--- src/rtl/led_pulser.sv ---
// Triggered LED pulse generator: each request yields a fixed-length active pulse followed by a
// mandatory inactive gap; requests arriving while busy are queued in a saturating counter.
module led_pulser #(
  parameter int unsigned CNT_W      = 16,
  parameter int unsigned PEND_W     = 4,
  parameter bit          ACTIVE_LOW = 1'b1
) (
  input  logic              clk_i,
  input  logic              rst_ni,
  input  logic              trig_i,
  input  logic [CNT_W-1:0]  on_len_i,
  input  logic [CNT_W-1:0]  off_len_i,
  input  logic              ovf_clr_i,
  output logic              led_o,
  output logic              busy_o,
  output logic [PEND_W-1:0] pend_o,
  output logic              ovf_o
);

  typedef enum logic [1:0] {StIdle, StOn, StGap} state_e;

  state_e             state_q, state_d;
  logic [CNT_W-1:0]   timer_q, timer_d;
  logic [PEND_W-1:0]  pend_q, pend_d;
  logic               ovf_q, ovf_d;
  logic               on_q, on_d;

  logic tmr_zero;
  logic start;
  logic pend_full;

  assign tmr_zero  = (timer_q == '0);
  assign pend_full = &pend_q;
  // A new pulse may begin from idle or in the very last gap cycle.
  assign start     = ((state_q == StIdle) || ((state_q == StGap) && tmr_zero)) &&
                     (trig_i || (pend_q != '0));

  always_comb begin
    state_d = state_q;
    timer_d = timer_q;
    case (state_q)
      StIdle: begin
        if (start) begin
          state_d = StOn;
          timer_d = on_len_i;
        end
      end
      StOn: begin
        if (tmr_zero) begin
          state_d = StGap;
          timer_d = off_len_i;
        end else begin
          timer_d = timer_q - CNT_W'(1);
        end
      end
      StGap: begin
        if (tmr_zero) begin
          if (start) begin
            state_d = StOn;
            timer_d = on_len_i;
          end else begin
            state_d = StIdle;
          end
        end else begin
          timer_d = timer_q - CNT_W'(1);
        end
      end
      default: begin
        state_d = StIdle;
        timer_d = '0;
      end
    endcase
    on_d = (state_d == StOn);
  end

  // A trig taken by start in the same cycle never touches the queue.
  always_comb begin
    pend_d = pend_q;
    ovf_d  = ovf_q;
    if (ovf_clr_i) begin
      ovf_d = 1'b0;
    end
    if (trig_i && !start) begin
      if (pend_full) begin
        ovf_d = 1'b1;
      end else begin
        pend_d = pend_q + PEND_W'(1);
      end
    end else if (!trig_i && start) begin
      pend_d = pend_q - PEND_W'(1);
    end
  end

  always_ff @(posedge clk_i) begin
    if (!rst_ni) begin
      state_q <= StIdle;
      timer_q <= '0;
      pend_q  <= '0;
      ovf_q   <= 1'b0;
      on_q    <= 1'b0;
    end else begin
      state_q <= state_d;
      timer_q <= timer_d;
      pend_q  <= pend_d;
      ovf_q   <= ovf_d;
      on_q    <= on_d;
    end
  end

  assign led_o  = ACTIVE_LOW ? ~on_q : on_q;
  assign busy_o = (state_q != StIdle);
  assign pend_o = pend_q;
  assign ovf_o  = ovf_q;

endmodule

--- config.mk ---
export PLATFORM = sky130hd
export DESIGN_NAME = led_pulser
export DESIGN_NICKNAME = d
export VERILOG_FILES = /design/src/rtl/led_pulser.sv
export SDC_FILE = /design/constraint.sdc
export NUM_CORES = 1
export LEC_CHECK = 0
export ABC_AREA = 1
export CORE_ASPECT_RATIO = 1.4
export CORE_UTILIZATION = 50
export CTS_CLUSTER_SIZE = 14
export DETAILED_ROUTE_END_ITERATION = 8
export DONT_BUFFER_PORTS = 1
export SLEW_MARGIN = 20
export SYNTH_ARGS = -nofsm -noshare
export SYNTH_HDL_FRONTEND = slang
export SYNTH_SLANG_ARGS = --single-unit
--- constraint.sdc ---
create_clock -name clk_i -period 3.9 [get_ports clk_i]
set_clock_uncertainty 0.05 [all_clocks]
set_input_delay 0.78 -clock clk_i [delete_from_list [all_inputs] [get_ports clk_i]]
set_output_delay 0.78 -clock clk_i [all_outputs]
set_load 0.005 [all_outputs]
# After elaboration in Yosys (flattened, before gate mapping)
# Cells that the tools add are included.
[word_totals]
reg_bits = 24
inputBits = 36
output_inout_bits = 7
word_cells = 43
[classes]
addsub = 3
eq_ne = 4
mux = 15
bitwise = 1
n_reduce_logical = 15
[ops]
columns = ["operator", "count"]
rows = [
  ["16-bit 2-to-1 mux", 3],
  ["16-bit one-hot mux with 3 select lines", 1],
  ["16-bit logical NOT", 1],
  ["16-bit by 1-bit subtractor with 16-bit output (second input constant)", 1],
  ["4-bit 2-to-1 mux", 3],
  ["2-bit 2-to-1 mux", 3],
  ["2-bit one-hot mux with 3 select lines", 1],
  ["4-bit by 1-bit adder with 4-bit output (second input constant)", 1],
  ["2-bit by 1-bit == test with 1-bit output (second input constant)", 2],
  ["1-bit logical AND", 4],
  ["1-bit 2-to-1 mux", 4],
  ["4-bit AND reduction", 1],
  ["2-bit nonzero test", 2],
  ["4-bit nonzero test", 1],
  ["4-bit by 1-bit subtractor with 4-bit output (second input constant)", 1],
  ["2-bit == test (second input constant)", 1],
  ["1-bit logical NOT", 2],
  ["2-bit logical NOT", 1],
  ["1-bit logical OR", 2],
  ["2-bit != test (second input constant)", 1],
  ["2-bit AND reduction", 1],
  ["1-bit NOT", 1],
]

# Depth between registers and ports, before layout
# Gate-level depths: netlist of run 1.
[logic_depth]
depth_word = 8
mapped_depth = 16
mapped_depth_nobuf = 16

# Least setup slack after synthesis of run 1
# Ideal clock, no wire load.
[synth_path]
kind = "register to register"
startpoint = "reg timer_q[0]"
endpoint = "reg pend_q[3] (netlist: pend_o[3])"
setup_time_ns = 0.115
arrival_time_ns = 1.865
t_required_ns = 3.735
setup_slack_ns = 1.870
path_stages_with_launch = 16
n_path_buf = 0
synth_period_minus_slack_ns = 2.030
cell_sequence = "dfxtp_1 -> inv_1 -> ha_1 -> nand2_1 -> nor2_2 -> nand3_2 -> nand3_2 -> ha_1 -> a21oi_1 -> nor2_1 -> o21ai_0 -> nand2_1 -> inv_1 -> nand3_1 -> nand2_1 -> nor2_1"
[synth_via]
elab_chain_len = 8
word_cells_on_any_way = 11
cone_classes = "eq/ne: 1; mux: 1; reduce/logical: 9"
[synth_rtl]
columns = ["element", "line", "rtl"]
rows = [
  ["start: declaration", "23", "logic [CNT_W-1:0] timer_q, timer_d;"],
  ["start signal: assignment", "103", "timer_q <= timer_d;"],
  ["16-bit logical NOT (*)", "32", "assign tmr_zero = (timer_q == '0);"],
  ["1-bit logical AND (*)", "35", "assign start = ((state_q == StIdle) || ((state_q == StGap) && tmr_zero)) &&"],
  ["1-bit logical OR (*)", "35", ""],
  ["1-bit logical AND (*)", "35", ""],
  ["1-bit logical NOT", "83", "if (trig_i && !start) begin"],
  ["1-bit logical AND", "83", ""],
  ["2-bit != test (no source line) or 2-bit nonzero test (tied branches)", "--", ""],
  ["2-bit AND reduction (no source line)", "--", ""],
  ["end signal: assignment", "104", "pend_q <= pend_d;"],
  ["end: declaration", "24", "logic [PEND_W-1:0] pend_q, pend_d;"],
]
# Every way passes the cells marked *; elsewhere a longest branch is shown, timed or not.
# A chain may end at the register's enable or synchronous reset.

# Worst setup path after layout of run 1
[layout_path]
startpoint = "reg pend_q[0] (netlist: pend_o[0])"
endpoint = "reg timer_q[3]"
[layout_via]
elab_chain_len = 6
[layout_rtl]
columns = ["element", "line", "rtl"]
rows = [
  ["4-bit nonzero test (*)", "36", "(trig_i || (pend_q != '0));"],
  ["1-bit logical OR (*)", "36", ""],
  ["1-bit logical AND (*)", "35", ""],
  ["16-bit 2-to-1 mux (*)", "--", ""],
  ["16-bit 2-to-1 mux", "--", ""],
  ["16-bit one-hot mux with 3 select lines (*)", "--", ""],
]
# Marks and branches as above.

==> summary.md, run 1 <==
| Metric | Value |
|---|---|
| Status | `completed` |
| Syn Inst Count | `306` |
| CP Class | `register to register` |
| Slowest cell on crit path | `nand2_1` |
| Clock power frac | `0.081` |
| Count of final setup violators | `0` |
| Largest net degree at the start of global routing | `21` |
| Lkg Pwr | `0.9484 nW` |
| Post-CTS Setup Bufs | `0` |
| RSZ-0062 raised after global routing | `false` |
| Worst R2R Start | `pend_o[0]` |
| HP Start | `state_q[0]` |
| CTS tree | `yes` |
| Crit-path max FO | `20` |
| Vias in the first global route | `1733` |
| PortBufs | `0` |
| Final ANT Viol Nets | `0` |
| Syn nets | `347` |
| Sw Share | `0.5450` |
| Final hold slack | `496.3 ps` |
| Post-Syn Area per Cell | `6.191 um2` |
| Clock buffer count from CTS | `3` |
| Sum Neg Setup Slack | `0 ps` |
| Fraction of layout cells with a size suffix above 1 | `0.08609` |
| Die height | `74.83 um` |
| Via count | `1856` |
| Number of antenna violations at the first check in global routing | `0` |
| Post-DP HPWL | `3662 um` |
| Fin crit period | `2250 ps` |
| NetSw | `1.027 mW` |
| Final #Nets | `345` |
| Startpoint Class | `register` |
| Cts hold-fix bufs | `0` |
| Number of fill cells | `412` |
| Critical Path Max Stage Delay | `550 ps` |
| Max-slew headroom | `0.5086` |
| Max VDD drop | `456.2 uV` |
| First-pass DRT Iterations | `4` |
| Mapped cell area | `1894 um2` |
| Setup crit end kind | `register` |
| Initial core utilization | `0.5199` |
| Number of cells on the worst hold path | `2` |
| Worst Hold Class | `register to register` |
| CTS Sinks | `24` |
| Resized Gates After CTS | `0` |
| Buf/Inv on CP | `1` |
| #FFs+latches synth | `24` |
| Final hold vios | `0` |
| Tightest Pin Transition | `735.3 ps` |
| Unique masters post-synth | `35` |
| Num ports | `43` |
| FF/Latch Area | `480.5 um2` |
| Max Fclk | `444.4 MHz` |
| Vias per inst | `5.395` |
| Commonest non-fill, non-tap cell in the layout | `nand2_1` |
| Register share of total power | `0.251` |
| Root buf cell | `clkbuf_8` |
| Pins over their slew limit | `0` |
| Reg2Reg Setup Slack | `1650 ps` |
| WL final | `4880 um` |
| Gr usage total | `0.2560` |
| Required @ worst endpoint | `4050 ps` |
| Power density cells | `970.0 nW/um2` |
| Register area share after synthesis | `0.2536` |
| Critical Path AT | `2400 ps` |
| Die footprint | `4042 um2` |
| Wirelength per Cell | `14.19 um` |
| DR iter-0 viols | `55` |
| Total congestion overflow | `0` |
| Max_cap viols | `0` |
| Crit path max-delay family | `simple AND/OR/NAND/NOR gates` |
| Hold Path End | `state_q[0]` |
| Core area | `3643 um2` |
| Worst r2r path cells | `7` |
| H-Tree Depth | `1` |
| Combinational share of power | `0.668` |
| Total Power | `1.885 mW` |
| Core Rows | `26` |
| RR Endpoint | `timer_q[3]` |
| Most frequent cells in the layout | `nand2_1, inv_1, nor2_1` |
| Latest clock arrival within the worst-skew pair | `270 ps` |
| Ant diodes | `0` |
| Clk buf depth | `2` |
| Yosys Warn Count | `0` |
| Die Width | `54.02 um` |
| Internal | `0.8576 mW` |
| Period utilization | `0.5770` |
| Area grow syn2layout | `2.576%` |
| Final Wtd Congestion | `0.8672` |
| First-pass GRT wire length | `7527 um` |
| Worst-path clk slew | `90 ps` |
| Area occupied by multi-input gates | `1200 um2` |
| Critical path, cell by cell | `or2_1 > nor2_1 > nand2_1 > inv_1 > a21oi_1 > o21ai_0 > a31oi_1` |
| DRC viols | `0` |
[power by group through the flow]
stage	logic, mW	registers, mW	clock network, mW
floorplan	1.05	0.445	0
global placement	1.25	0.478	0
detailed placement	1.25	0.477	0
CTS	1.26	0.472	0.155
global route	1.44	0.485	0.161
finish	1.26	0.473	0.152
[final cells by class]
class / count / area share
sequential: 24 / 0.2473
clock buffer: 3 / 0.02125
inverter: 45 / 0.08693
tap: 42 / 0.02704
multi-input combinational: 230 / 0.6175
[synth_stat cells]
cell,instances,area [um2]
nor2_1,36,135.1
a21oi_1,24,120.1
buf_2,3,15.01
o211ai_1,1,7.510
inv_2,6,22.52
or2_1,1,6.260
fa_1,1,20.02
o21a_1,2,15.01
nand3b_1,3,22.52
o22ai_1,1,6.260
nand2_2,3,18.77
a22oi_1,1,7.510
nand4_1,2,12.51
and2_1,1,6.260
buf_6,2,22.52
nor2_2,2,12.51
clkbuf_1,2,7.510
o21ai_1,8,40.04
nor3_1,2,10.01
nand2_1,79,296.5
nor2_4,2,22.52
dfxtp_1,24,480.5
or2_2,1,6.260
a211oi_1,2,15.01
o21ai_0,12,60.06
nand3_1,23,115.1
o211ai_2,4,50.05
ha_1,4,50.05
xnor2_1,2,17.52
nand2_4,2,22.52
inv_1,39,146.4
nor3_4,1,16.27
xor2_1,7,61.31
a31oi_1,1,6.260
nand3_2,2,20.02
[how the worst max path moves through the flow]
| stage | from | to | cells after the start |
|---|---|---|---|
| global placement | trig_i | timer_q[14] | 7 |
| global route | timer_q[0] | pend_o[3] | 15 |
| finish | pend_o[0] | timer_q[3] | 7 |
| detailed placement | trig_i | timer_q[5] | 6 |
| CTS | timer_q[0] | pend_o[3] | 15 |
| floorplan | timer_q[0] | pend_o[3] | 15 |
[metrics by stage]
step                cell area (um2)  cells  utilization  setup WS, ps
floorplan                      1894    306            -          1870
global placement               1902    341       0.5220          1526
detailed placement             1902    341       0.5220          1517
CTS                            1943    344       0.5333          1647
global route                   1943    344       0.5333          1343
finish                         1943    344       0.5333          1650
[registers in the layout, indices dropped and copies added (netlist names)]
| name | cells |
|---|---|
| ovf_o | 1 |
| on_q | 1 |
| state_q | 2 |
| pend_o | 4 |
| timer_q | 16 |
[tightest hold or removal path: stages, from the launching register on]
cell     delay (ps)
dfxtp_1         350
inv_1           100
a21oi_1          60
[kinds of logic (layout without fill, tap and decap cells)]
| group | after synthesis | after routing | share of synthesized area |
|---|---|---|---|
| XOR/XNOR | 9 | 9 | 0.04161 |
| AO/OA/AOI/OAI | 56 | 56 | 0.1731 |
| buffers and inverters | 52 | 48 | 0.1129 |
| AND/OR/NAND/NOR | 160 | 160 | 0.3818 |
| flip-flops | 24 | 24 | 0.2536 |
| adder cells (fa/ha/maj) | 5 | 5 | 0.03699 |
[metal layers]
metal,wire (um),GRT usage
met2,2344,0.4486
met4,138,0.1197
met5,0,0
met1,2189,0.2951
met3,207,0.04242
Power figures use the tool's default switching activity.
==> run 2, diff against run 1 <==
--- a/config.mk
+++ b/config.mk
@@ -11,6 +11,7 @@
 export CTS_CLUSTER_SIZE = 14
 export DETAILED_ROUTE_END_ITERATION = 8
 export DONT_BUFFER_PORTS = 1
+export PLACE_DENSITY = 0.68
 export SLEW_MARGIN = 20
 export SYNTH_ARGS = -nofsm -noshare
 export SYNTH_HDL_FRONTEND = slang
==> constraint.sdc (replaced) <==
create_clock -name clk_i -period 1.95 [get_ports clk_i]
set_clock_uncertainty 0.05 [all_clocks]
set_input_delay 0.39 -clock clk_i [delete_from_list [all_inputs] [get_ports clk_i]]
set_output_delay 0.39 -clock clk_i [all_outputs]
set_load 0.005 [all_outputs]
==> summary.md, run 2 (same netlist as run 1, synthesis figures left out) <==
| Metric | Value |
|---|---|
| Final hold vios | `0 (unchanged)` |
| Slowest cell on crit path | `dfxtp_2` |
| Final Cell Area | `2390 um2 (+23%)` |
| Num ports | `43 (unchanged)` |
| Fin crit period | `1939 ps (-311.6 ps)` |
| Max Fclk | `515.8 MHz (+16%)` |
| RR Endpoint | `pend_o[3]` |
| Critical path, cell by cell | `inv_2 > ha_4 > nand2_4 > nor2_4 > nand3_4 > nand3_4 > ha_4 > a21oi_2 > nor2_2 > nor2_1 > nand2_1 > nand2_1 > inv_2 > a21oi_2 > nor2_1` |
| Post-DP HPWL | `4124 um (+13%)` |
| Reg2Reg Setup Slack | `10 ps (-1640 ps)` |
| CTS tree | `yes` |
| Period utilization | `0.9942 (+0.4172)` |
| DRC viols | `0 (unchanged)` |
| First-pass DRT Iterations | `4 (unchanged)` |
| PortBufs | `0 (unchanged)` |
| Power density cells | `1962 nW/um2 (+100%)` |
| Root buf cell | `clkbuf_8` |
| Most frequent cells in the layout | `nand2_1, buf_4, inv_1` |
| CP Class | `register to register` |
| Die height | `74.83 um (unchanged)` |
| Commonest non-fill, non-tap cell in the layout | `nand2_1` |
| Fraction of layout cells with a size suffix above 1 | `0.2529 (+0.1668)` |
| Tightest Pin Transition | `393.1 ps (-342.2 ps)` |
| Pins over their slew limit | `0 (unchanged)` |
| Status | `completed` |
| Worst-path clk slew | `90 ps (about the same)` |
| Total congestion overflow | `0 (unchanged)` |
| Number of antenna violations at the first check in global routing | `0 (unchanged)` |
| First-pass GRT wire length | `8528 um (+13%)` |
| Worst R2R Start | `timer_q[0]` |
| Clk buf depth | `2 (unchanged)` |
| Final #Nets | `387 (+12%)` |
| RSZ-0062 raised after global routing | `true` |
| Gr usage total | `0.2932 (+0.03721)` |
| Final Util | `0.6559 (+0.1226)` |
| Total Power | `4.689 mW (+150%)` |
| Initial core utilization | `0.5199 (unchanged)` |
| Largest register FFs | `16 (unchanged)` |
| Register with the most flip-flops | `timer_q` |
| Vias per inst | `5.404 (+0.16%)` |
| Max VDD drop | `1313 uV (+190%)` |
| Crit-path max FO | `3 (-85%)` |
| Hold Path End | `timer_q[7]` |
| Max-slew headroom | `0.7376 (+0.2290)` |
| Number of cells on the worst hold path | `2 (unchanged)` |
| DR iter-0 viols | `52 (-5.5%)` |
| Final ANT Viol Nets | `0 (unchanged)` |
| Clock buffer count from CTS | `3 (unchanged)` |
| Setup crit end kind | `register` |
| H-Tree Depth | `1 (unchanged)` |
| Wirelength per Cell | `14.26 um (+0.55%)` |
| Core area | `3643 um2 (unchanged)` |
| Required @ worst endpoint | `2070 ps (-1980 ps)` |
| Die Width | `54.02 um (unchanged)` |
| Core Rows | `26 (unchanged)` |
| Area grow syn2layout | `26.16%` |
| CTS Sinks | `24 (unchanged)` |
| Critical Path Max Stage Delay | `330 ps (-220 ps)` |
| Dpl cell area | `2177 um2 (+14%)` |
| Final hold slack | `167.7 ps (-328.6 ps)` |
| Largest net degree at the start of global routing | `14 (-33%)` |
| Lkg Pwr | `1.178 nW (+24%)` |
| Buf/Inv on CP | `2 (+1)` |
| Ant diodes | `0 (unchanged)` |
| Latest clock arrival within the worst-skew pair | `270 ps (about the same)` |
| Startpoint Class | `register` |
| Crit path max-delay family | `simple AND/OR/NAND/NOR gates` |
| DP Cell Count | `375 (+10%)` |
| Fin cells | `386 (+12%)` |
| Vias in the first global route | `1956 (+13%)` |
| HP Start | `rst_ni` |
| Via count | `2086 (+12%)` |
| Count of final setup violators | `0 (unchanged)` |
| Cts hold-fix bufs | `0 (unchanged)` |
| Max_cap viols | `0 (unchanged)` |
| WL final | `5506 um (+13%)` |
| Critical Path AT | `2060 ps (-340 ps)` |
| Die footprint | `4042 um2 (unchanged)` |
| Final Wtd Congestion | `0.9090 (+4.8%)` |
| Worst Hold Class | `input port to register` |
| Worst r2r path cells | `15 (+8)` |
-- run 2: worst max-delay path by stage --
stage,from,end,slack [ps],depth (start not counted)
finish,timer_q[0],pend_o[3],10,15
global placement,timer_q[1],pend_o[3],9,15
floorplan,timer_q[0],pend_o[3],0.8,15
global route,timer_q[0],pend_o[3],-140,15
detailed placement,timer_q[1],pend_o[3],-90,15
CTS,timer_q[0],pend_o[3],20,15
-- run 2: area by class of cell --
cell class / count / area (um2)
clock buffers: 3 / 41.29
fillers: 331 / 1254
inverters: 45 / 173.9
multi-input cells: 230 / 1309
flip-flops and latches: 24 / 485.5
well taps: 42 / 52.55
repair buffers: 42 / 327.8
-- run 2: through the flow --
stage          setup WS, ps  setup TNS (ps)
2_1_floorplan        0.8077               0
3_3_place_gp          8.932               0
5_1_grt              -142.1          -381.8
3_5_place_dp         -91.37          -91.37
6_report              11.37               0
4_1_cts               17.80               0
-- run 2: routing by layer --
layer,share of wire,up-vias,GRT usage
met4,0.037,0,0.1510
met2,0.51,78,0.5309
met3,0.068,19,0.05253
met1,0.38,935,0.3140
met5,0,-,0
li1,-,1054,-
-- run 2: what timing repair did --
item,in CTS,in global routing
endpoints found under the setup margin,1,14
pin swaps,6,9
setup buffers,3,5
gates resized for setup,10,17
-- run 2: worst reg2reg max path: cells and delay by family, from the launching register on --
kind | cells | cell delay (ps)
AND/OR/NAND/NOR | 9 | 760
adder cells (fa/ha/maj) | 2 | 360
AO/OA/AOI/OAI | 2 | 240
flip-flops | 1 | 330
buffers and inverters | 2 | 110
-- run 2: power by group --
part	switching, mW	total, mW	internal [mW]	leakage, nW
combinational	2.02	3.51	1.49	0.957
sequential	0.170	0.873	0.702	0.200
clock	0.164	0.302	0.139	0.0216
==> run 3, diff against run 2 <==
--- a/config.mk
+++ b/config.mk
@@ -7,10 +7,12 @@
 export LEC_CHECK = 0
 export ABC_AREA = 1
 export CORE_ASPECT_RATIO = 1.4
+export CORE_MARGIN = 10
 export CORE_UTILIZATION = 50
 export CTS_CLUSTER_SIZE = 14
 export DETAILED_ROUTE_END_ITERATION = 8
 export DONT_BUFFER_PORTS = 1
+export HOLD_SLACK_MARGIN = 0.05
 export PLACE_DENSITY = 0.68
 export SLEW_MARGIN = 20
 export SYNTH_ARGS = -nofsm -noshare
==> summary.md, run 3 (same netlist as run 1, synthesis figures left out) <==
| Metric | Value |
|---|---|
| Num ports | `43 (unchanged)` |
| Count of final setup violators | `1 (+1)` |
| Largest register FFs | `16 (unchanged)` |
| Critical Path Max Stage Delay | `340 ps (about the same)` |
| Core Rows | `26 (unchanged)` |
| Final Wtd Congestion | `0.9326 (+2.6%)` |
| Final hold vios | `0 (unchanged)` |
| Area grow syn2layout | `24.37%` |
| Slowest cell on crit path | `dfxtp_2` |
| Worst Hold Class | `input port to register` |
| Post-DP HPWL | `4407 um (+6.9%)` |
| Final #Nets | `384 (-0.78%)` |
| Ant diodes | `0 (unchanged)` |
| Sw Share | `0.5079 (+0.005832)` |
| Fraction of layout cells with a size suffix above 1 | `0.2522 (-0.0007076)` |
| Latest clock arrival within the worst-skew pair | `270 ps (about the same)` |
| Core area | `3643 um2 (unchanged)` |
| Fin cells | `383 (-0.78%)` |
| CP Class | `register to register` |
| PortBufs | `0 (unchanged)` |
| Crit-path max FO | `3 (unchanged)` |
| Clk buf depth | `2 (unchanged)` |
| Number of antenna violations at the first check in global routing | `0 (unchanged)` |
| Worst-path clk slew | `90 ps (about the same)` |
| Internal | `2.252 mW (-3.5%)` |
| Lkg Pwr | `1.152 nW (-2.2%)` |
| Clock power frac | `0.067 (+0.003)` |
| Die height | `92.83 um (+24%)` |
| Failing checks | `setup timing` |
| WL final | `5731 um (+4.1%)` |
| Tightest Pin Transition | `398.0 ps (+4.917 ps)` |
| First-pass DRT Iterations | `4 (unchanged)` |
| Final Cell Area | `2356 um2 (-1.4%)` |
| Pins over their slew limit | `0 (unchanged)` |
| Vias in the first global route | `2101 (+7.4%)` |
| Clock buffer count from CTS | `3 (unchanged)` |
| Wirelength per Cell | `14.96 um (+4.9%)` |
| Max VDD drop | `1256 uV (-4.4%)` |
| Vias per inst | `5.347 (-1.1%)` |
| Via count | `2048 (-1.8%)` |
| Largest net degree at the start of global routing | `20 (+6)` |
| H-Tree Depth | `1 (unchanged)` |
| NetSw | `2.325 mW (-1.3%)` |
| CTS Sinks | `24 (unchanged)` |
| Number of cells on the worst hold path | `2 (unchanged)` |
| Max-slew headroom | `0.7344 (-0.003282)` |
| Commonest non-fill, non-tap cell in the layout | `nand2_1` |
| Register share of total power | `0.193 (+0.007)` |
| Worst setup margin | `-13.04 ps (-24.40 ps)` |
| Die footprint | `6686 um2 (+65%)` |
| Dpl cell area | `2170 um2 (-0.34%)` |
| Status | `finished with violations` |
| Final hold slack | `166.0 ps (-1.653 ps)` |
| Worst R2R Start | `timer_q[1]` |
| Total congestion overflow | `0 (unchanged)` |
| RR Endpoint | `pend_o[3]` |
| Max_cap viols | `0 (unchanged)` |
| Max Fclk | `509.4 MHz (-1.2%)` |
| Fin crit period | `1963 ps (+24.40 ps)` |
| Setup crit end kind | `register` |
| Power density cells | `1942 nW/um2 (-1.0%)` |
| Final Util | `0.6466 (-0.009272)` |
| Sum Neg Setup Slack | `-13.04 ps (-13.04 ps)` |
| Required @ worst endpoint | `2070 ps (about the same)` |
| First-pass GRT wire length | `9204 um (+7.9%)` |
| Most frequent cells in the layout | `nand2_1, buf_4, inv_1` |
| HP Start | `rst_ni` |
| Critical Path AT | `2090 ps (+30 ps)` |
| Reg2Reg Setup Slack | `-10 ps (-20 ps)` |
| Die Width | `72.02 um (+33%)` |
| DR iter-0 viols | `50 (-3.8%)` |
| Cts hold-fix bufs | `0 (unchanged)` |
| DRC viols | `0 (unchanged)` |
| Critical path, cell by cell | `inv_2 > ha_4 > nand2_4 > nor2_4 > nand3_4 > nand3_4 > ha_4 > a21oi_2 > nor2_2 > o21ai_1 > nand2_1 > inv_2 > nand3_2 > nand2_1 > nor2_1` |
| Period utilization | `1.007 (+0.01251)` |
| Final ANT Viol Nets | `0 (unchanged)` |
| DP Cell Count | `374 (-0.27%)` |
| Combinational share of power | `0.740 (-0.009)` |
| Hold Path End | `timer_q[7]` |
| Worst r2r path cells | `15 (unchanged)` |
| Initial core utilization | `0.5199 (unchanged)` |
| RSZ-0062 raised after global routing | `true` |
| Gr usage total | `0.1658 (-0.1274)` |
| CTS tree | `yes` |
| Register with the most flip-flops | `timer_q` |
| Startpoint Class | `register` |
| Root buf cell | `clkbuf_8` |
[run 3: changes by cell type in the layout (fill, tap and decap cells not counted), sizes merged]
cell  before  now
buf       42   39
[run 3: worst max-delay path: cells and delay by family (launching register included)]
family | cells | cell delay (ps)
AOI/OAI and AO/OA | 2 | 270
buffers and inverters | 2 | 140
DFF | 1 | 340
adders and majority gates | 2 | 360
and+or+nand+nor | 9 | 710
[run 3: worst max-delay path by stage]
stage / startpoint / end / slack (ps) / depth (start not counted)
after floorplan: timer_q[0] / pend_o[3] / 0.8 / 15
after global placement: timer_q[11] / pend_o[3] / -10 / 14
after detailed placement: timer_q[11] / pend_o[3] / -80 / 14
after CTS: timer_q[0] / pend_o[3] / 4 / 15
after global routing: timer_q[1] / pend_o[3] / -160 / 16
final: timer_q[1] / pend_o[3] / -10 / 15
[run 3: through the flow]
step,worst slack (ps),total power [mW]
6_report,-13.04,4.576
5_1_grt,-155.1,5.027
4_1_cts,4.022,4.302
3_5_place_dp,-82.76,3.924
3_3_place_gp,-10.66,3.888
2_1_floorplan,0.8077,3.006
[run 3: cell type report]
cell class / count / area, um2
tap: 42 / 52.55
sequential: 24 / 485.5
timing repair buffer: 39 / 292.8
inverter: 45 / 173.9
clock buffer: 3 / 41.29
multi-input combinational: 230 / 1310
fill: 348 / 1287
[run 3: power groups by stage]
stage | Sequential [mW] | Clock (mW) | Combinational [mW]
floorplan | 0.892 | 0 | 2.11
global placement | 0.847 | 0 | 3.04
detailed placement | 0.855 | 0 | 3.07
CTS | 0.853 | 0.313 | 3.14
global route | 0.905 | 0.324 | 3.80
finish | 0.882 | 0.308 | 3.39
[run 3: timing repair]
action,CTS,global route
pin swaps,7,16
buffers inserted,2,4
setup endpoints to repair,1,10
hold endpoints to repair,0,0
resized for setup,6,22
gates cloned,0,0
[run 3: layer usage]
layer	GRT usage	up-vias	wire [um]
met1	0.1616	923	2075
met5	0	-	0
met2	0.3186	59	3092
li1	-	1053	-
met4	0.05502	0	126
met3	0.04701	13	436
